--- config.mk ---
export PLATFORM = sky130hd
export DESIGN_NAME = fetch_stage
export DESIGN_NICKNAME = d
export VERILOG_FILES = /design/src/rtl/fetch_stage.sv
export SDC_FILE = /design/constraint.sdc
export NUM_CORES = 1
export LEC_CHECK = 0
export BUFFER_PORTS_ARGS = -buffer_cell sky130_fd_sc_hd__buf_2
export CORE_UTILIZATION = 60
export DETAILED_ROUTE_END_ITERATION = 8
export HOLD_SLACK_MARGIN = 0.03
export PLACE_DENSITY = 0.83
export SLEW_MARGIN = 20
export SYNTH_ARGS = -nofsm -noshare
export SYNTH_HDL_FRONTEND = slang
export SYNTH_SLANG_ARGS = --single-unit
--- constraint.sdc ---
create_clock -name clk -period 5.36 [get_ports clk]
set_clock_uncertainty 0.15 [all_clocks]
set_input_delay 1.072 -clock clk [delete_from_list [all_inputs] [get_ports clk]]
set_output_delay 1.072 -clock clk [all_outputs]
set_load 0.02 [all_outputs]
--- src/rtl/fetch_stage.sv ---
`default_nettype none
// ============================================================================
// Module  : fetch_stage
// Brief   : Instruction fetch stage with credit-limited imem requests,
//           2-entry instruction buffer and registered decode-facing outputs.
// Revision: 1.0  initial release
// ============================================================================
module fetch_stage #(
    parameter logic [31:0] RESET_PC  = 32'h0000_0000,
    parameter logic [31:0] NOP_INSTR = 32'h0000_0013
) (
    input  logic        clk,
    input  logic        reset,
    input  logic        stall,
    input  logic        flush,
    input  logic [31:0] redirect_pc,
    output logic        imem_req_valid,
    input  logic        imem_req_ready,
    output logic [31:0] imem_req_addr,
    input  logic        imem_rsp_valid,
    input  logic [31:0] imem_rsp_data,
    output logic [31:0] Instr,
    output logic [31:0] PC,
    output logic [31:0] PC_plus_4,
    output logic        InstrValid
);

    logic [31:0] fpc_q, fpc_d;
    logic [1:0]  inflight_q, inflight_d;
    logic [1:0]  drop_q, drop_d;

    logic [31:0] pend_pc_q [2];
    logic        pend_wr_q, pend_rd_q;

    logic [31:0] buf_data_q [2];
    logic [31:0] buf_pc_q   [2];
    logic        buf_wr_q, buf_wr_d;
    logic        buf_rd_q, buf_rd_d;
    logic [1:0]  buf_cnt_q, buf_cnt_d;

    logic [31:0] instr_q, instr_d;
    logic [31:0] pc_q, pc_d;
    logic [31:0] pc4_q, pc4_d;
    logic        valid_q, valid_d;

    logic w_credit, w_issue, w_rsp, w_keep, w_pop;

    always_comb begin
        w_credit       = ({1'b0, inflight_q} + {1'b0, buf_cnt_q}) < 3'd2;
        imem_req_valid = !flush && w_credit;
        imem_req_addr  = fpc_q & 32'hFFFF_FFFC;
        w_issue        = imem_req_valid && imem_req_ready;
        // Responses with nothing outstanding (e.g. after reset) are ignored.
        w_rsp          = imem_rsp_valid && (inflight_q != 2'd0);
        w_keep         = w_rsp && !flush && (drop_q == 2'd0);
        w_pop          = !flush && !stall && (buf_cnt_q != 2'd0);
    end

    always_comb begin
        fpc_d      = fpc_q;
        inflight_d = inflight_q + {1'b0, w_issue} - {1'b0, w_rsp};
        drop_d     = drop_q;
        buf_cnt_d  = buf_cnt_q;
        buf_wr_d   = buf_wr_q;
        buf_rd_d   = buf_rd_q;
        instr_d    = instr_q;
        pc_d       = pc_q;
        pc4_d      = pc4_q;
        valid_d    = valid_q;

        if (flush) begin
            fpc_d     = redirect_pc & 32'hFFFF_FFFC;
            // Everything still outstanding is stale; a same-cycle response is discarded now.
            drop_d    = inflight_q - {1'b0, w_rsp};
            buf_cnt_d = 2'd0;
            buf_wr_d  = 1'b0;
            buf_rd_d  = 1'b0;
        end else begin
            if (w_issue) begin
                fpc_d = fpc_q + 32'd4;
            end
            if (w_rsp && (drop_q != 2'd0)) begin
                drop_d = drop_q - 2'd1;
            end
            buf_cnt_d = buf_cnt_q + {1'b0, w_keep} - {1'b0, w_pop};
            if (w_keep) begin
                buf_wr_d = ~buf_wr_q;
            end
            if (w_pop) begin
                buf_rd_d = ~buf_rd_q;
            end
        end

        if (flush) begin
            instr_d = NOP_INSTR;
            pc_d    = 32'd0;
            pc4_d   = 32'd0;
            valid_d = 1'b0;
        end else if (stall) begin
            instr_d = instr_q;
        end else if (buf_cnt_q != 2'd0) begin
            instr_d = buf_data_q[buf_rd_q];
            pc_d    = buf_pc_q[buf_rd_q];
            pc4_d   = buf_pc_q[buf_rd_q] + 32'd4;
            valid_d = 1'b1;
        end else begin
            instr_d = NOP_INSTR;
            pc_d    = 32'd0;
            pc4_d   = 32'd0;
            valid_d = 1'b0;
        end
    end

    always_ff @(posedge clk or negedge reset) begin
        if (!reset) begin
            fpc_q      <= RESET_PC;
            inflight_q <= 2'd0;
            drop_q     <= 2'd0;
            pend_wr_q  <= 1'b0;
            pend_rd_q  <= 1'b0;
            buf_wr_q   <= 1'b0;
            buf_rd_q   <= 1'b0;
            buf_cnt_q  <= 2'd0;
            instr_q    <= NOP_INSTR;
            pc_q       <= 32'd0;
            pc4_q      <= 32'd0;
            valid_q    <= 1'b0;
            for (int i = 0; i < 2; i++) begin
                pend_pc_q[i]  <= 32'd0;
                buf_data_q[i] <= 32'd0;
                buf_pc_q[i]   <= 32'd0;
            end
        end else begin
            fpc_q      <= fpc_d;
            inflight_q <= inflight_d;
            drop_q     <= drop_d;
            buf_wr_q   <= buf_wr_d;
            buf_rd_q   <= buf_rd_d;
            buf_cnt_q  <= buf_cnt_d;
            instr_q    <= instr_d;
            pc_q       <= pc_d;
            pc4_q      <= pc4_d;
            valid_q    <= valid_d;
            // Pending-PC FIFO tracks every request, dropped or kept, in issue order.
            if (w_issue) begin
                pend_pc_q[pend_wr_q] <= fpc_q;
                pend_wr_q            <= ~pend_wr_q;
            end
            if (w_rsp) begin
                pend_rd_q <= ~pend_rd_q;
            end
            if (w_keep) begin
                buf_data_q[buf_wr_q] <= imem_rsp_data;
                buf_pc_q[buf_wr_q]   <= pend_pc_q[pend_rd_q];
            end
        end
    end

    assign Instr      = instr_q;
    assign PC         = pc_q;
    assign PC_plus_4  = pc4_q;
    assign InstrValid = valid_q;

endmodule
`default_nettype wire

==> metrics, run 1 <==
outcome completed; final cell utilization of the core 71.4%; crit-path most repeated cell or4b_1; number of global-route vias before repair 9771; Leak 7.62 nW; fmax 0.280 GHz; Core Region 0.0227 sq mm; fin crit share 66.5%; Setup CP Type flop to flop; commonest non-fill, non-tap cell in the layout dfrtp_1; CTS tree done; Tmin final 3.57 ns; Post-CTS Repair Setup Buffers 0; EDFF count, synth 0; setup tns final 0 ns; cts bufs inserted 31; post-route ant nets 0; Total GRT Usage 26.5%; Final Max Tran Viols 0; DR WL/cell 18.0 um; dpl cells 1638; worst slack at placement 1.85 ns; Main synth FF type dfrtp_1; post-route non-filler standard cell count 1698; Die Ht 154 um; post-route DRC violation count 0; Area Growth Syn to Fin 16.2%; Yosys Warn Count 0; most frequent cells in the layout 314 x dfrtp_1, 194 x buf_2, 135 x nand2_1; power per cell area 480 mW/mm^2; HP Class primary input to async pin; Die Wd 154 um; critical path's slowest cell dfrtp_4; CTS Root Cell clkbuf_16; row cnt 55; Setup-failing EPs final 0; CP Cell Sequence mux2i_1 -> a221oi_2 -> or4b_1 -> or4b_1 -> a32o_1; type of origin of the critical path flop; total power 7.78 mW; number of gates resized after cts 0; Post-Syn Area per Cell 11.5 sq um; Setup crit end kind flop; Die ar. 0.0239 sq mm; Final Instance Area 0.0162 sq mm; initial antenna violation count 1; Slew headroom 27.4%; grt total ovfl 0; # IOs 200; #FFs+latches synth 318; Clk pin slew, worst setup/hold paths 0.06 ns; Cell variety after synth 59; Arrival @ worst endpoint 3.85 ns; Via Count 9889; buffers added on ports 195; Max stage delay on crit path 0.99 ns; hold buffers post-CTS 0; HPWL Detailed 20.2 mm; synthesized cell area 0.0139 sq mm; cells after synthesis 1218; worst-path maximum fanout 67; worst-case clock buffer depth 3; sequential fraction of the synthesis area 57.1%; latest clock arrival within the worst-skew pair 0.55 ns; fin nets 1466; ys async rst share 100%; Post-Route WL 30.6 mm; drt first pass iters 5; largest net degree at the start of global routing 146; Req. time, crit path 5.64 ns; RSZ-0062 raised after global routing false; RD Place Congestion 0.850; Max-Cap Viols 0; via/cell ratio 5.82; Post-DP Area 0.0151 sq mm; CTS Sinks 318; DR iter-0 viols 689; worst-margin pin slew 1.09 ns; Max H-tree Level 1; share of cells above drive strength 1 28.5%; wire length of the first global-routing pass 50.8 mm; Starting Density 61.4%; Final Hold Viols 0; Setup WS post-layout 1.79 ns; worst hold slack 0.260 ns; worst IR drop on VDD 0.251 mV
[routing by layer]
metal  wire [um]  share of wire, %  vias to the layer above  track usage [%]
met3        1550               5.1                       40             3.17
li1            -                 -                     4615                -
met1       14000                46                     4912             39.5
met5           0                 0                        -                0
met4         456               1.5                        0             5.89
met2       14600                48                      322             42.3
[Yosys cell counts, types with 4 or more instances]
library cell / instances / area share (%)
nor2_1: 81 / 2.2
o21ai_1: 20 / 0.72
ha_1: 8 / 0.72
and2_1: 6 / 0.27
a22o_1: 4 / 0.25
mux2_2: 122 / 9.9
or4_1: 8 / 0.43
inv_1: 11 / 0.30
nand2b_1: 5 / 0.22
buf_4: 6 / 0.32
a21oi_1: 67 / 2.4
dfrtp_1: 315 / 57
buf_1: 9 / 0.24
nor3_1: 10 / 0.36
nand3b_1: 5 / 0.27
mux2i_1: 90 / 6.5
and3_1: 5 / 0.22
clkbuf_1: 51 / 1.4
a32o_1: 8 / 0.57
o31ai_1: 8 / 0.43
nand4_1: 16 / 0.72
nand3_1: 18 / 0.65
nand4b_1: 6 / 0.38
xor2_1: 16 / 1.0
buf_2: 9 / 0.32
xnor2_1: 36 / 2.3
nand2_1: 135 / 3.6
o21ai_0: 91 / 3.3
nor4_1: 7 / 0.31
[final timing paths]
path                                    from             end  slack, ns  cells past startpoint
worst min register to register  PC_plus_4[9]    PC_plus_4[9]       0.32                      2
max in group asynchronous              reset     buf_pc_q[9]       3.39                      3
worst max register to register      buf_rd_q   PC_plus_4[31]       1.79                      5
min in group clk                PC_plus_4[9]    PC_plus_4[9]       0.32                      2
worst min-delay path                   reset  buf_data_q[51]       0.26                      1
worst max-delay path                buf_rd_q   PC_plus_4[31]       1.79                      5
[power by group]
group          leakage, nW  total, mW  internal [mW]  switching, mW
Sequential            4.13       3.55           3.06          0.483
Clock                0.526       2.20           1.31          0.888
Combinational         2.96       2.03          0.937           1.09
[cell type report]
type	instances	area [sq um]
flip-flops and latches	318	7970
fillers	1587	6500
multi-input cells	812	5630
repair buffers	212	1150
clock buffers	49	953
well taps	285	357
clock inverters	9	103
inverters	12	45.0
diodes	1	2.50
[worst max-delay path, delay by kind of cell, from the launching register on]
kind / cells / cell delay (ns)
muxes: 1 / 0.39
AOI/OAI and AO/OA: 2 / 0.61
and+or+nand+nor: 2 / 1.26
DFF: 1 / 0.99
[sequential cells by signal, indices dropped and copies added (netlist names)]
signal	count
PC_plus_4	30
pend_rd_q	1
buf_wr_q	1
InstrValid	1
buf_rd_q	1
inflight_q	2
PC	31
drop_q	2
fpc_q	30
buf_pc_q	60
buf_data_q	64
buf_cnt_q	2
pend_pc_q	60
Instr	32
pend_wr_q	1
[kinds of logic (layout without fill, tap and decap cells)]
logic type | count (synthesis) | after routing | synth area share, %
AOI/OAI and AO/OA | 215 | 215 | 8.71
DFF | 318 | 318 | 57.1
xor gates and xnor gates | 52 | 52 | 3.27
and+or+nand+nor | 322 | 322 | 11.0
muxes | 212 | 212 | 16.3
buffers and inverters | 89 | 282 | 2.77
adders and majority gates | 9 | 9 | 0.861
other | 1 | 3 | 0.0269
(Power assumes the default switching activity.)
==> inputs of run 2 (changes only) <==
- CORE_UTILIZATION: 60 -> 57
- PLACE_DENSITY: 0.83 -> 0.79
- clock period: 5.36 -> 3.5 ns (I/O delays scaled with it)
==> metrics, run 2 (synthesis gave the netlist of run 1 again) <==
Tmin final 3.07 ns (-0.490 ns); Req. time, crit path 3.75 ns (-1.89 ns); Die Ht 158 um (+2.6%); total power 12.1 mW (+55%); worst-case clock buffer depth 3 (unchanged); CP Capture Point PC_plus_4[31]; largest reg by FF count buf_data_q; Crit Reg-Reg Startpoint buf_rd_q; latest clock arrival within the worst-skew pair 0.51 ns (-0.04 ns); hold buffers post-CTS 0 (unchanged); CTS Sinks 318 (unchanged); fill cell count 1747 (+10%); max reg flops 64 (unchanged); row cnt 56 (+1.8%); post-route ant nets 0 (unchanged); via/cell ratio 5.64 (-3.2%); diode count 0 (-1); Setup crit end kind flop; buffers added on ports 195 (unchanged); RSZ-0062 raised after global routing false; fmax 0.325 GHz (+16%); Final Hold Viols 0 (unchanged); most frequent cells in the layout 314 x dfrtp_1, 194 x buf_2, 135 x nand2_1; Via Count 9850 (-0.39%); Post-CTS Repair Setup Buffers 0 (unchanged); grt total ovfl 0 (unchanged); fin crit share 87.8% (+21 points); Max stage delay on crit path 0.69 ns (-0.30 ns); reg2reg end PC_plus_4[31]; share of cells above drive strength 1 29.5% (+0.94 points); outcome completed; Leak 7.72 nW (+1.4%); dpl cells 1686 (+2.9%); fin nets 1482 (+1.1%); wire length of the first global-routing pass 49.7 mm (-2.1%); crit-path most repeated cell or4b_1; RD Place Congestion 0.826 (-2.8%); critical path's slowest cell dfrtp_4; initial antenna violation count 0 (-1); largest net degree at the start of global routing 92 (-37%); Area Growth Syn to Fin 17.8%; Final Max Tran Viols 0 (unchanged); Starting Density 58.7% (-2.7 points); crit path from buf_rd_q; CP Cell Sequence nand3_1 -> a221oi_2 -> or4b_1 -> or4b_1 -> a32o_1; type of origin of the critical path flop; DR WL/cell 17.5 um (-2.8%); Post-Route WL 30.7 mm (about the same); power per cell area 734 mW/mm^2 (+53%); Die ar. 0.0251 sq mm (+5.2%); DR iter-0 viols 714 (+3.6%); Arrival @ worst endpoint 3.32 ns (-0.53 ns); cts bufs inserted 34 (+9.7%); Max H-tree Level 2 (+1); # IOs 200 (unchanged); Setup CP Type flop to flop; worst-margin pin slew 0.815 ns (-0.274 ns); setup slack, reg-to-reg 0.43 ns (-1.37 ns); HP Class primary input to async pin; post-route DRC violation count 0 (unchanged); setup tns final 0 ns (unchanged); HPWL Detailed 20.9 mm (+3.3%); Setup-failing EPs final 0 (unchanged); post-route non-filler standard cell count 1747 (+2.9%); CTS Root Cell clkbuf_16; worst-path maximum fanout 34 (-49%); r2r worst-path depth 5 (unchanged); Total GRT Usage 25.3% (-1.2 points); commonest non-fill, non-tap cell in the layout dfrtp_1; number of global-route vias before repair 9529 (-2.5%); Largest regs buf_data_q x64, buf_pc_q x60, pend_pc_q x60; Clk pin slew, worst setup/hold paths 0.06 ns (about the same); Core Region 0.0238 sq mm (+4.6%); Die Wd 158 um (+2.6%); Slew headroom 45.5% (+18 points); number of gates resized after cts 0 (unchanged); CTS tree done; drt first pass iters 6 (+1); Max-Cap Viols 0 (unchanged); worst IR drop on VDD 0.331 mV (+32%)
==> run 2: area by class of cell <==
cell class / count / area, sq um / share of cell area (%)
Clock buffer: 48 / 1000 / 6.11
Timing Repair Buffer: 225 / 1290 / 7.83
Inverter: 12 / 45.0 / 0.274
Tap cell: 319 / 399 / 2.43
Multi-Input combinational cell: 812 / 5630 / 34.3
Clock inverter: 13 / 96.3 / 0.586
Sequential cell: 318 / 7970 / 48.5
==> run 2: how the worst min path moves through the flow <==
stage	slack, ns	end	start	cells past startpoint
5_1_grt	0.10	Instr[19]	reset	1
3_3_place_gp	0.30	InstrValid	InstrValid	2
2_1_floorplan	0.25	InstrValid	reset	0
3_5_place_dp	0.31	InstrValid	InstrValid	2
6_report	0.06	buf_data_q[50]	reset	1
4_1_cts	0.08	Instr[19]	reset	1
==> run 2: layer usage <==
metal	global-route usage, %	vias to the layer above	share of wire [%]
li1	-	4650	-
met1	37.2	4866	47
met2	39.9	291	47
met3	3.46	43	4.8
met4	6.32	0	1.7
met5	0	-	0
==> run 2: worst max-delay path, delay by kind of cell (launching register included) <==
kind	cells	cell delay, ns
flip-flops	1	0.69
AND/OR/NAND/NOR	3	1.45
AO/OA/AOI/OAI	2	0.65
==> run 2: metrics by stage <==
step	utilization [%]	instance area, sq um	setup slack [ns]	hold WS (ns)
6_report	69.2	16400	0.425	0.0569
5_1_grt	69.2	16400	0.298	0.103
4_1_cts	69.2	16400	0.456	0.0804
3_5_place_dp	64.5	15300	0.462	0.309
3_3_place_gp	64.5	15300	0.512	0.303
2_1_floorplan	-	14000	0.107	0.254
==> run 2: report_power, final <==
part           internal, mW  total [mW]  switching [mW]
registers              4.69        5.41           0.721
clock network          2.08        3.50            1.42
logic                  1.47        3.15            1.68
total                  8.24        12.1            3.82
